**config.mk**
```make
export PLATFORM = sky130hd
export DESIGN_NAME = uart_tx_fifo
export DESIGN_NICKNAME = d
export VERILOG_FILES = /design/src/rtl/uart_tx_fifo.sv
export SDC_FILE = /design/constraint.sdc
export NUM_CORES = 1
export LEC_CHECK = 0
export ABC_AREA = 1
export BUFFER_PORTS_ARGS = -buffer_cell sky130_fd_sc_hd__buf_2
export CELL_PAD_IN_SITES_DETAIL_PLACEMENT = 1
export CELL_PAD_IN_SITES_GLOBAL_PLACEMENT = 1
export CORE_MARGIN = 2
export CORE_UTILIZATION = 25
export CTS_CLUSTER_DIAMETER = 60
export CTS_CLUSTER_SIZE = 40
export DETAILED_ROUTE_END_ITERATION = 8
export MAX_ROUTING_LAYER = met4
export PLACE_DENSITY = 0.56
export SYNTH_ARGS = -nofsm -noshare
export SYNTH_HDL_FRONTEND = slang
export SYNTH_SLANG_ARGS = --single-unit
export TNS_END_PERCENT = 30
```
**constraint.sdc**
```tcl
create_clock -name clk -period 3.3 [get_ports clk]
set_input_delay 0.495 -clock clk [delete_from_list [all_inputs] [get_ports clk]]
set_output_delay 0.495 -clock clk [all_outputs]
set_load 0.02 [all_outputs]
```
**src/rtl/uart_tx_fifo.sv**
```systemverilog
// 8N1 UART transmitter fed by a synchronous byte FIFO.
// The bit period is chosen from Baud_Set and latched when a byte is popped.
module uart_tx_fifo #(
    parameter int CLK_FREQ   = 50_000_000,
    parameter int FIFO_DEPTH = 8
) (
    input  logic                        clk,
    input  logic                        rst,
    input  logic [2:0]                  Baud_Set,
    input  logic                        wr_en,
    input  logic [7:0]                  wr_data,
    output logic                        full,
    output logic                        empty,
    output logic [$clog2(FIFO_DEPTH):0] fifo_count,
    output logic                        overflow,
    output logic                        tx,
    output logic                        tx_busy,
    output logic                        tx_done
);
    localparam int AW = $clog2(FIFO_DEPTH);
    localparam int CW = AW + 1;
    localparam int DW = $clog2(CLK_FREQ / 9600 + 1);

    localparam logic [DW-1:0] DIV_9600   = DW'(CLK_FREQ / 9600);
    localparam logic [DW-1:0] DIV_19200  = DW'(CLK_FREQ / 19200);
    localparam logic [DW-1:0] DIV_38400  = DW'(CLK_FREQ / 38400);
    localparam logic [DW-1:0] DIV_57600  = DW'(CLK_FREQ / 57600);
    localparam logic [DW-1:0] DIV_115200 = DW'(CLK_FREQ / 115200);

    typedef enum logic [1:0] {
        S_IDLE  = 2'd0,
        S_START = 2'd1,
        S_DATA  = 2'd2,
        S_STOP  = 2'd3
    } state_t;

    // Unused select codes fall back to the fastest rate.
    function automatic logic [DW-1:0] div_sel(input logic [2:0] sel);
        logic [DW-1:0] d;
        case (sel)
            3'd0:    d = DIV_9600;
            3'd1:    d = DIV_19200;
            3'd2:    d = DIV_38400;
            3'd3:    d = DIV_57600;
            default: d = DIV_115200;
        endcase
        return d;
    endfunction

    logic [7:0]    r_mem [FIFO_DEPTH];
    logic [AW-1:0] r_wptr;
    logic [AW-1:0] r_rptr;
    logic [CW-1:0] r_count;
    logic          r_full;
    logic          r_empty;
    logic          r_overflow;

    state_t        r_state;
    state_t        w_state_nxt;
    logic [DW-1:0] r_baud_cnt;
    logic [DW-1:0] r_div;
    logic [2:0]    r_bit_idx;
    logic [7:0]    r_shift;
    logic          r_tx;
    logic          r_busy;
    logic          r_done;

    logic          w_push;
    logic          w_pop;
    logic          w_bit_end;
    logic [CW-1:0] w_count_nxt;

    // Full is the pre-edge flag, so a write into a full FIFO is dropped even when a pop happens.
    always_comb begin
        w_push      = wr_en & ~r_full;
        w_bit_end   = (r_baud_cnt == (r_div - DW'(1)));
        w_count_nxt = r_count + CW'(w_push) - CW'(w_pop);
    end

    // Next-state and pop decision; a byte written this cycle is only visible next cycle.
    always_comb begin
        w_state_nxt = r_state;
        w_pop       = 1'b0;
        case (r_state)
            S_IDLE: begin
                if (!r_empty) begin
                    w_pop       = 1'b1;
                    w_state_nxt = S_START;
                end else begin
                    w_state_nxt = S_IDLE;
                end
            end
            S_START: begin
                if (w_bit_end) begin
                    w_state_nxt = S_DATA;
                end else begin
                    w_state_nxt = S_START;
                end
            end
            S_DATA: begin
                if (w_bit_end && (r_bit_idx == 3'd7)) begin
                    w_state_nxt = S_STOP;
                end else begin
                    w_state_nxt = S_DATA;
                end
            end
            S_STOP: begin
                if (w_bit_end) begin
                    w_state_nxt = S_IDLE;
                end else begin
                    w_state_nxt = S_STOP;
                end
            end
            default: begin
                w_state_nxt = S_IDLE;
            end
        endcase
    end

    // FIFO storage; contents need no reset because occupancy is tracked separately.
    always_ff @(posedge clk) begin
        if (w_push) begin
            r_mem[r_wptr] <= wr_data;
        end
    end

    // FIFO pointers, occupancy and status flags.
    always_ff @(posedge clk or posedge rst) begin
        if (rst) begin
            r_wptr     <= AW'(0);
            r_rptr     <= AW'(0);
            r_count    <= CW'(0);
            r_full     <= 1'b0;
            r_empty    <= 1'b1;
            r_overflow <= 1'b0;
        end else begin
            if (w_push) begin
                r_wptr <= r_wptr + AW'(1);
            end
            if (w_pop) begin
                r_rptr <= r_rptr + AW'(1);
            end
            r_count    <= w_count_nxt;
            r_full     <= (w_count_nxt == CW'(FIFO_DEPTH));
            r_empty    <= (w_count_nxt == CW'(0));
            r_overflow <= r_overflow | (wr_en & r_full);
        end
    end

    // Transmit sequencer; line outputs are registered from the current state, one cycle behind it.
    always_ff @(posedge clk or posedge rst) begin
        if (rst) begin
            r_state    <= S_IDLE;
            r_baud_cnt <= DW'(0);
            r_div      <= DIV_115200;
            r_bit_idx  <= 3'd0;
            r_shift    <= 8'd0;
            r_tx       <= 1'b1;
            r_busy     <= 1'b0;
            r_done     <= 1'b0;
        end else begin
            r_state <= w_state_nxt;
            if ((r_state == S_IDLE) || w_bit_end) begin
                r_baud_cnt <= DW'(0);
            end else begin
                r_baud_cnt <= r_baud_cnt + DW'(1);
            end
            if (w_pop) begin
                r_div   <= div_sel(Baud_Set);
                r_shift <= r_mem[r_rptr];
            end else if ((r_state == S_DATA) && w_bit_end) begin
                r_shift <= {1'b0, r_shift[7:1]};
            end
            if (r_state != S_DATA) begin
                r_bit_idx <= 3'd0;
            end else if (w_bit_end) begin
                r_bit_idx <= r_bit_idx + 3'd1;
            end
            case (r_state)
                S_START: r_tx <= 1'b0;
                S_DATA:  r_tx <= r_shift[0];
                default: r_tx <= 1'b1;
            endcase
            r_busy <= (r_state != S_IDLE);
            r_done <= (r_state == S_STOP) && w_bit_end;
        end
    end

    assign full       = r_full;
    assign empty      = r_empty;
    assign fifo_count = r_count;
    assign overflow   = r_overflow;
    assign tx         = r_tx;
    assign tx_busy    = r_busy;
    assign tx_done    = r_done;

endmodule

```
==> out/qor.yml, run 1 <==
global_routing:
  first_global_vias: 4219
  use_met3_pct: 3.31
  grt_max_degree: 35
  use_met1_pct: 15.7
  grt-ovfl-total: 0
  grt_pass1_wl_um: 22700
  grtUsageMet2_pct: 21.3
  busiest_layer: "met2"
  grt_antenna_before_repair: 0
  grtUsageTotal_pct: 13.0
clock_tree:
  cts_root_buf: "clkbuf_16"
  hold_buffers: 0
  htree_levels: 4
  cts_tree: "built"
  cts_resized: 0
  post-cts-setup-buffers: 0
  cts.clk_slew.worst_paths_ns: 0.06
  clk_path_buf_depth: 2
  insertion_delay_ns: 0.42
  numCtsBuffers: 17
  clock-sinks: 118
logic_synthesis:
  synth_mux_area_share_pct: 2.93
  syn_nets: 564
  ys_ff_latch: 118
  synth_common_cells: "nand2_1, nor2_1, edfxtp_1, inv_1, dfrtp_1"
  synthSimpleGateAreaFrac_pct: 19.5
  synth.cell_area_um2: 5470
  syn_avg_cell_area_um2: 10.2
  yosys_warnings: 0
  synth_edf_count: 64
  synth_compound_area_share_pct: 6.58
  ys_seq_area_share_pct: 60.0
  synth_cell_types: 39
  syn_inst: 539
  synthAdderAreaFrac_pct: 2.65
  synth_top_area_share_pct: 35.1
  synth-main-ff-cell: "edfxtp_1"
  async_flop_share_pct: 45.8
  yosysMostFrequentCell: "nand2_1"
  synth_xor_xnor_area_share_pct: 3.20
  yosysTopAreaCell: "edfxtp_1"
  synth_area_leaders: "edfxtp_1, dfrtp_1, nand2_1"
  synth_top_family_by_area: "simple AND/OR/NAND/NOR gates"
worst_setup_path:
  path_class: "flip-flop to flip-flop"
  required_ns: 3.65
  critPathArrivalTime_ns: 2.83
  path_max_fanout: 11
  setup.worst_path.end_class: "flip-flop"
  worst-r2r-cell-count: 11
  cp-start-kind: "flip-flop"
floorplan:
  io_pins: 24
  rows: 54
  die_y_um: 152
  die_w_um: 152
  initial_core_util_pct: 25.2
  core_area_um2: 21700
  die-area_um2: 23100
placed_design:
  port_buffers: 23
  place_congestion: 0.757
  place_area_um2: 5940
  place_inst: 836
  dp_hpwl_um: 9550
  pre_cts_slack_ns: 0.741
detailed_routing:
  wl_per_cell_um: 15.6
  drtAntennaViolNets: 0
  num_vias: 3874
  drt-total-wl_um: 13600
  avgViaCountPerCell: 4.46
  drtPass1Iterations: 4
  first_iter_violations: 139
  drc: 0
power:
  cellLeakagePower_uw: 0.00279
  peakVddDrop_uv: 406
  power.density_nw_per_um2: 890
final_layout:
  stdcell_count: 868
  syn2layout_area_growth_pct: 19.1
  final_nets: 600
  design_area_um2: 6520
  drive_gt1_share_pct: 16.5
  diodes: 0
sta:
  fin_worst_skew_ns: 0.00719
  period_share_pct: 75.1
  timing.hold.ws_ns: 0.108
  tns_ns: 0
  grt_setup_unrepaired: "false"
  setup_viol: 0
  max_freq_ghz: 0.404
  slew_viol_final: 0
  fin_ws_ns: 0.822
  hold_violations: 0
  tightest_slew_ns: 0.987
  fin_crit_ns: 2.48
  worst_slew_margin_rel_pct: 34.2
flow_run:
  max-cap-violations: 0
min_path:
  hold_path_class: "input pin to asynchronous set/reset pin"
status:
  run_status: "complete, no violations"
## through the flow
stage / util (%) / power, uW
global placement: 27.4 / 3960
CTS: 30.1 / 5900
global route: 30.1 / 6260
floorplan: - / 3500
finish: 30.1 / 5800
detailed placement: 27.4 / 4050
## power by group
group	total [uW]	internal [uW]	switching, uW	leakage [uW]
clock network	1810	1010	798	0.000284
registers	2270	1940	327	0.00124
logic	1730	631	1100	0.00126
total	5800	3580	2230	0.00279
## path summary, 6_finish.rpt
path / end / startpoint / slack, ns
worst max register to register: r_shift[2] / r_div[1] / 0.82
worst max-delay path: r_shift[2] / r_div[1] / 0.82
worst min register to register: overflow / overflow / 0.46
max in group asynchronous: tx / rst / 2.46
min in group clk: overflow / wr_en / 0.30
worst min-delay path: fifo_count[3] / rst / 0.11
## sequential cells by signal (all words and copies together), names as in the netlist, 2 cells and up
| register | flops |
|---|---|
| r_mem | 64 |
| r_baud_cnt | 13 |
| r_div | 12 |
| r_shift | 8 |
| fifo_count | 4 |
| r_bit_idx | 3 |
| r_rptr | 3 |
| r_wptr | 3 |
| r_state | 2 |
## layout make-up
cell class / instances / area, um^2
Clock inverter: 15 / 158
Inverter: 53 / 200
Timing Repair Buffer: 34 / 198
Sequential cell: 118 / 3280
Multi-Input combinational cell: 351 / 1910
Fill cell: 2469 / 15200
Clock buffer: 17 / 425
Tap cell: 280 / 350
## layer usage
layer	part of all wire [%]	routed length, um
met5	0	0
met4	1.1	143
met3	3.0	405
met2	50	6770
met1	46	6230
## layout by cell type, fill, tap and decap left out, types with 2 or more instances in the layout
master     count
nand2_1      113
nor2_1        65
edfxtp_1      64
inv_1         47
dfrtp_1       47
nand3_1       39
o21ai_0       27
buf_2         23
clkbuf_16     17
mux2i_1       16
o221ai_1      16
xor2_1        12
buf_4         11
ha_1          10
nor2_2         8
xnor2_1        8
dfstp_2        7
nand4_1        5
a21oi_1        5
nor3_1         5
inv_8          5
nand2_2        4
inv_2          4
inv_6          4
o22ai_1        3
clkinv_4       3
nor2_4         2
o21ai_1        2
or2_2          2
clkinv_8       2
## critical path, cell delays in order, from the launching register on
cell	delay, ns
dfstp_2	0.55
inv_1	0.08
ha_1	0.32
nand2_1	0.07
inv_1	0.04
nor3_1	0.28
nand3_1	0.14
nor2_1	0.21
nand4_2	0.35
nand2_2	0.25
nand2_1	0.07
nand2_1	0.07
## cell families after synthesis
family | count (synthesis)
AND/OR/NAND/NOR | 247
flip-flops | 118
buffers and inverters | 70
AO/OA/AOI/OAI | 57
XOR/XNOR | 20
multiplexers | 16
adder cells (fa/ha/maj) | 11
(Power assumes the default switching activity.)
==> inputs of run 2 (changes only) <==
--- a/config.mk
+++ b/config.mk
@@ -5,7 +5,7 @@
 export SDC_FILE = /design/constraint.sdc
 export NUM_CORES = 1
 export LEC_CHECK = 0
-export ABC_AREA = 1
+export ABC_AREA = 0
 export BUFFER_PORTS_ARGS = -buffer_cell sky130_fd_sc_hd__buf_2
 export CELL_PAD_IN_SITES_DETAIL_PLACEMENT = 1
 export CELL_PAD_IN_SITES_GLOBAL_PLACEMENT = 1
==> constraint.sdc (replaced) <==
create_clock -name clk -period 2 [get_ports clk]
set_input_delay 0.3 -clock clk [delete_from_list [all_inputs] [get_ports clk]]
set_output_delay 0.3 -clock clk [all_outputs]
set_load 0.02 [all_outputs]
==> out/qor.yml, run 2 <==
status:
  run_status: "finished, violations left"
  violations: "setup timing"
placed_design:
  dp_hpwl_um: 8800
  place_inst: 730
  place_area_um2: 6270
  port_buffers: 23
  place_congestion: 0.766
worst_setup_path:
  r2r_slack_ns: -0.66
  path_max_fanout: 6
  cp-start-kind: "flip-flop"
  crit_family: "simple AND/OR/NAND/NOR gates"
  crit_buf_inv: 1
  slowest_delay_ns: 0.66
  critPathArrivalTime_ns: 3.00
  worstReg2RegEnd: "r_shift[0]"
  worstPathCellList: "inv_2 > ha_4 > xor2_1 > nand4_1 > or4_4 > or4_1 > a31oi_1"
  required_ns: 2.34
  setup.worst_path.end_class: "flip-flop"
  worst-r2r-cell-count: 7
  path_class: "flip-flop to flip-flop"
  worst_r2r_startpoint: "r_div[1]"
  cp_slowest_cell: "or4_4"
sta:
  fin_worst_skew_ns: 0.0100
  slew_viol_final: 0
  tns_ns: -15.21
  fin_crit_ns: 2.66
  fin_ws_ns: -0.659
  setup_viol: 30
  worst_slew_margin_rel_pct: 62.3
  period_share_pct: 133
  hold_violations: 0
  grt_setup_unrepaired: "true"
  tightest_slew_ns: 0.565
  max_freq_ghz: 0.376
final_layout:
  stdcell_count: 772
  layout_common_cells: "edfxtp_1, buf_4, dfrtp_1"
  postLayoutCoreUtil_pct: 33.6
  reg_top3: "r_mem: 64 flops, r_baud_cnt: 13 flops, r_div: 12 flops"
  diodes: 0
  syn2layout_area_growth_pct: 32.1
  drive_gt1_share_pct: 37.8
  design_area_um2: 7070
  largest_reg_flops: 64
  final_nets: 509
  num-fill-cells: 2222
  multiInputGateArea_um2: 2130
  layout_commonest_cell: "edfxtp_1"
  seq_area_um2: 3280
  regMostFlops: "r_mem"
floorplan:
  core_area_um2: 21000
  die_y_um: 150
  initial_core_util_pct: 25.5
  rows: 53
  die-area_um2: 22600
  die_w_um: 150
  io_pins: 24
power:
  total_power_uw: 8000
  peakVddDrop_uv: 651
  p_sw_uw: 2470
  p_seq_share_pct: 40.7
  intPower_uw: 5530
  power.density_nw_per_um2: 1130
  cellLeakagePower_uw: 0.00274
  p_sw_share_pct: 30.9
  p_clk_share_pct: 37.1
  power.combinational.fraction_pct: 22.2
logic_synthesis:
  synth-main-ff-cell: "edfxtp_1"
  yosysMostFrequentCell: "edfxtp_1"
  synth.cell_area_um2: 5350
  synth_area_leaders: "edfxtp_1, dfrtp_1, mux4_2"
  synth_cell_types: 53
  ys_ff_latch: 118
  async_flop_share_pct: 45.8
  syn_inst: 390
  synth_top_area_share_pct: 35.9
  yosys_warnings: 0
  synth_edf_count: 64
  yosysTopAreaCell: "edfxtp_1"
  syn_avg_cell_area_um2: 13.7
  ys_seq_area_share_pct: 61.3
  syn_nets: 415
  synth_common_cells: "edfxtp_1, dfrtp_1, nor2_1, nand2_1, xor2_1"
clock_tree:
  insertion_delay_ns: 0.42
  clock-sinks: 118
  cts.clk_slew.worst_paths_ns: 0.06
  clk_path_buf_depth: 2
  cts_root_buf: "clkbuf_16"
  htree_levels: 4
  cts_tree: "built"
  numCtsBuffers: 17
detailed_routing:
  drc: 0
  num_vias: 3516
  drtPass1Iterations: 4
  drtAntennaViolNets: 0
  wl_per_cell_um: 16.8
  first_iter_violations: 190
  avgViaCountPerCell: 4.55
  drt-total-wl_um: 13000
min_path:
  worstHoldPathCells: 2
  hold_path_class: "input pin to flip-flop"
  hp-start: "wr_en"
  hold_end: "overflow"
global_routing:
  grt-ovfl-total: 0
  first_global_vias: 3771
  grt_max_degree: 28
  grt_pass1_wl_um: 20800
  grt_antenna_before_repair: 0
  grtUsageTotal_pct: 12.5
flow_run:
  max-cap-violations: 0
-- run 2: power groups by stage --
stage | Sequential [uW] | Combinational [uW] | Clock [uW]
final | 3250 | 1780 | 2970
after global placement | 3280 | 1640 | 0
after detailed placement | 3300 | 1690 | 0
after CTS | 3260 | 1720 | 3050
after global routing | 3310 | 1980 | 3150
after floorplan | 3320 | 973 | 0
-- run 2: final cells by class --
class,instances,area share [%]
Clock buffer,17,6.02
Clock inverter,15,2.14
Inverter,12,0.708
Multi-Input combinational cell,242,30.1
Sequential cell,118,46.5
Tap cell,275,4.87
Timing Repair Buffer,93,9.72
-- run 2: how the worst max path moves through the flow --
stage | end | from | slack (ns) | cells after the start
after floorplan | r_bit_idx[0] | r_div[1] | -0.49 | 9
after global placement | r_shift[0] | r_div[1] | -0.54 | 8
after detailed placement | r_shift[2] | r_div[3] | -0.61 | 8
after CTS | r_shift[0] | r_div[1] | -0.60 | 8
after global routing | r_shift[0] | r_div[1] | -0.76 | 7
final | r_shift[0] | r_div[1] | -0.66 | 7
-- run 2: logic make-up (layout without fill, tap and decap cells) --
logic type                 count (synthesis)  in the layout  synth area share (%)
AOI/OAI and AO/OA                         59             59                  9.19
xor gates and xnor gates                  31             31                  5.07
and+or+nand+nor                          116            117                  10.9
adders and majority gates                 11             11                  2.71
buffers and inverters                     31            137                  2.57
muxes                                     24             24                  8.25
DFF                                      118            118                  61.3
-- run 2: through the flow --
step	setup WS, ns	hold WS [ns]
global route	-0.760	0.0942
floorplan	-0.493	0.350
finish	-0.659	0.0983
CTS	-0.600	0.0795
detailed placement	-0.605	0.372
global placement	-0.539	0.361
-- run 2: repair_timing --
action | 4_1_cts | 5_1_grt
setup endpoints to repair | 32 | 30
cloned | 0 | 2
pin swaps | 3 | 12
buffers inserted | 0 | 7
hold buffers | 1 | 0
endpoints found under the hold margin | 17 | 0
gates resized for setup | 6 | 27
-- run 2: routing by layer --
metal / wire, um / track usage (%) / share of wire [%] / vias up
met4: 359 / 5.42 / 2.8 / 0
met2: 6650 / 20.4 / 51 / 46
met3: 337 / 2.61 / 2.6 / 23
met1: 5620 / 15.0 / 43 / 1790
met5: 0 / - / 0 / -
li1: - / - / - / 1657
==> inputs of run 3 (changes only) <==
--- a/config.mk
+++ b/config.mk
@@ -10,12 +10,13 @@
 export CELL_PAD_IN_SITES_DETAIL_PLACEMENT = 1
 export CELL_PAD_IN_SITES_GLOBAL_PLACEMENT = 1
 export CORE_MARGIN = 2
-export CORE_UTILIZATION = 25
+export CORE_UTILIZATION = 46
 export CTS_CLUSTER_DIAMETER = 60
 export CTS_CLUSTER_SIZE = 40
 export DETAILED_ROUTE_END_ITERATION = 8
 export MAX_ROUTING_LAYER = met4
-export PLACE_DENSITY = 0.56
+export PLACE_DENSITY = 0.85
+export SLEW_MARGIN = 10
 export SYNTH_ARGS = -nofsm -noshare
 export SYNTH_HDL_FRONTEND = slang
 export SYNTH_SLANG_ARGS = --single-unit
==> out/qor.yml, run 3 (synthesized netlist as in run 2, its figures left out) <==
status:
  run_status: "finished, violations left"
  violations: "setup timing"
detailed_routing:
  drtPass1Iterations: 4
  num_vias: 3684
  wl_per_cell_um: 22.3
  drtAntennaViolNets: 0
  first_iter_violations: 175
  drt-total-wl_um: 14300
  drc: 0
  avgViaCountPerCell: 5.77
power:
  total_power_uw: 8340
  cellLeakagePower_uw: 0.00277
  peakVddDrop_uv: 973
  power.density_nw_per_um2: 1190
final_layout:
  regMostFlops: "r_mem"
  postLayoutCoreUtil_pct: 61.4
  final_nets: 508
  syn2layout_area_growth_pct: 30.4
  layout_commonest_cell: "edfxtp_1"
  design_area_um2: 6980
  reg_top3: "r_mem: 64 flops, r_baud_cnt: 13 flops, r_div: 12 flops"
  drive_gt1_share_pct: 38.5
  layout_common_cells: "edfxtp_1, buf_4, dfrtp_1"
  diodes: 0
  largest_reg_flops: 64
floorplan:
  die_y_um: 112
  die_w_um: 112
  die-area_um2: 12500
  core_area_um2: 11400
  initial_core_util_pct: 47.1
  rows: 39
  io_pins: 24
global_routing:
  grt_pass1_wl_um: 22200
  grt-ovfl-total: 0
  grt_antenna_before_repair: 0
  first_global_vias: 4081
  grtUsageTotal_pct: 24.6
  grt_max_degree: 55
clock_tree:
  cts_tree: "built"
  insertion_delay_ns: 0.43
  cts.clk_slew.worst_paths_ns: 0.06
  numCtsBuffers: 17
  clock-sinks: 118
  clk_path_buf_depth: 2
  htree_levels: 4
  cts_root_buf: "clkbuf_16"
sta:
  setup_viol: 30
  slew_viol_final: 0
  fin_ws_ns: -0.681
  grt_setup_unrepaired: "true"
  hold_violations: 0
  period_share_pct: 134
  fin_worst_skew_ns: 0.00874
  max_freq_ghz: 0.373
  fin_crit_ns: 2.68
  tightest_slew_ns: 0.866
  worst_slew_margin_rel_pct: 42.3
  tns_ns: -14.54
worst_setup_path:
  cp_slowest_cell: "or4_4"
  required_ns: 2.34
  path_max_fanout: 6
  slowest_delay_ns: 0.67
  path_class: "flip-flop to flip-flop"
  worstPathCellList: "inv_2 > ha_4 > xor2_1 > nand4_1 > or4_4 > buf_4 > o41a_1 > a22oi_2"
  cp-start-kind: "flip-flop"
  critPathArrivalTime_ns: 3.02
  setup.worst_path.end_class: "flip-flop"
  r2r_slack_ns: -0.68
min_path:
  hold_path_class: "input pin to flip-flop"
placed_design:
  dp_hpwl_um: 8460
  place_area_um2: 6120
  pre_cts_slack_ns: -0.631
  port_buffers: 23
  place_congestion: 0.842
flow_run:
  max-cap-violations: 0
## run 3: layout make-up
| cell class | instances | area [um^2] |
|---|---|---|
| Tap cell | 143 | 179 |
| Multi-Input combinational cell | 242 | 2170 |
| Sequential cell | 118 | 3280 |
| Inverter | 12 | 50.0 |
| Clock inverter | 12 | 153 |
| Clock buffer | 20 | 458 |
| Timing Repair Buffer | 92 | 684 |
| Fill cell | 1082 | 4390 |
## run 3: metrics by stage
stage                     hold slack (ns)  cells
final                               0.133    639
after global routing                0.117    639
after CTS                          0.0984    637
after detailed placement            0.377    600
after global placement              0.373    600
after floorplan                     0.350    390
## run 3: worst max-delay path, delay by kind of cell, from the launching register on
kind,cells,cell delay [ns]
adder cells (fa/ha/maj),1,0.25
XOR/XNOR,1,0.14
flip-flops,1,0.53
AND/OR/NAND/NOR,2,0.88
AO/OA/AOI/OAI,2,0.56
buffers and inverters,2,0.23
## run 3: repair_timing
action                                 4_1_cts  5_1_grt
setup endpoints to repair                   30       31
resized for setup                           20       17
hold buffers                                 1        0
pin swaps                                    5        9
endpoints found under the hold margin       47        0
gates cloned                                 2        0
buffers inserted                             2        2
## run 3: final timing paths
check,startpoint,endpoint,cells past startpoint
max,r_div[1],r_shift[6],8
min,wr_en,overflow,2
max reg2reg,r_div[1],r_shift[6],8
min reg2reg,overflow,overflow,1
max in group asynchronous,rst,r_div[7],4
min in group asynchronous,rst,fifo_count[2],4
## run 3: per-layer routing
metal / wire [um] / up-vias / GRT usage, % / part of all wire, %
li1: - / 1660 / - / -
met1: 5620 / 1885 / 26.6 / 39
met2: 7700 / 106 / 42.7 / 54
met3: 571 / 33 / 6.37 / 4.0
met4: 380 / 0 / 10.7 / 2.7
met5: 0 / - / - / 0
## run 3: where the power goes
group / total [uW] / internal, uW / switching, uW
registers: 3300 / 3000 / 302
clock network: 3150 / 2030 / 1120
logic: 1890 / 873 / 1010
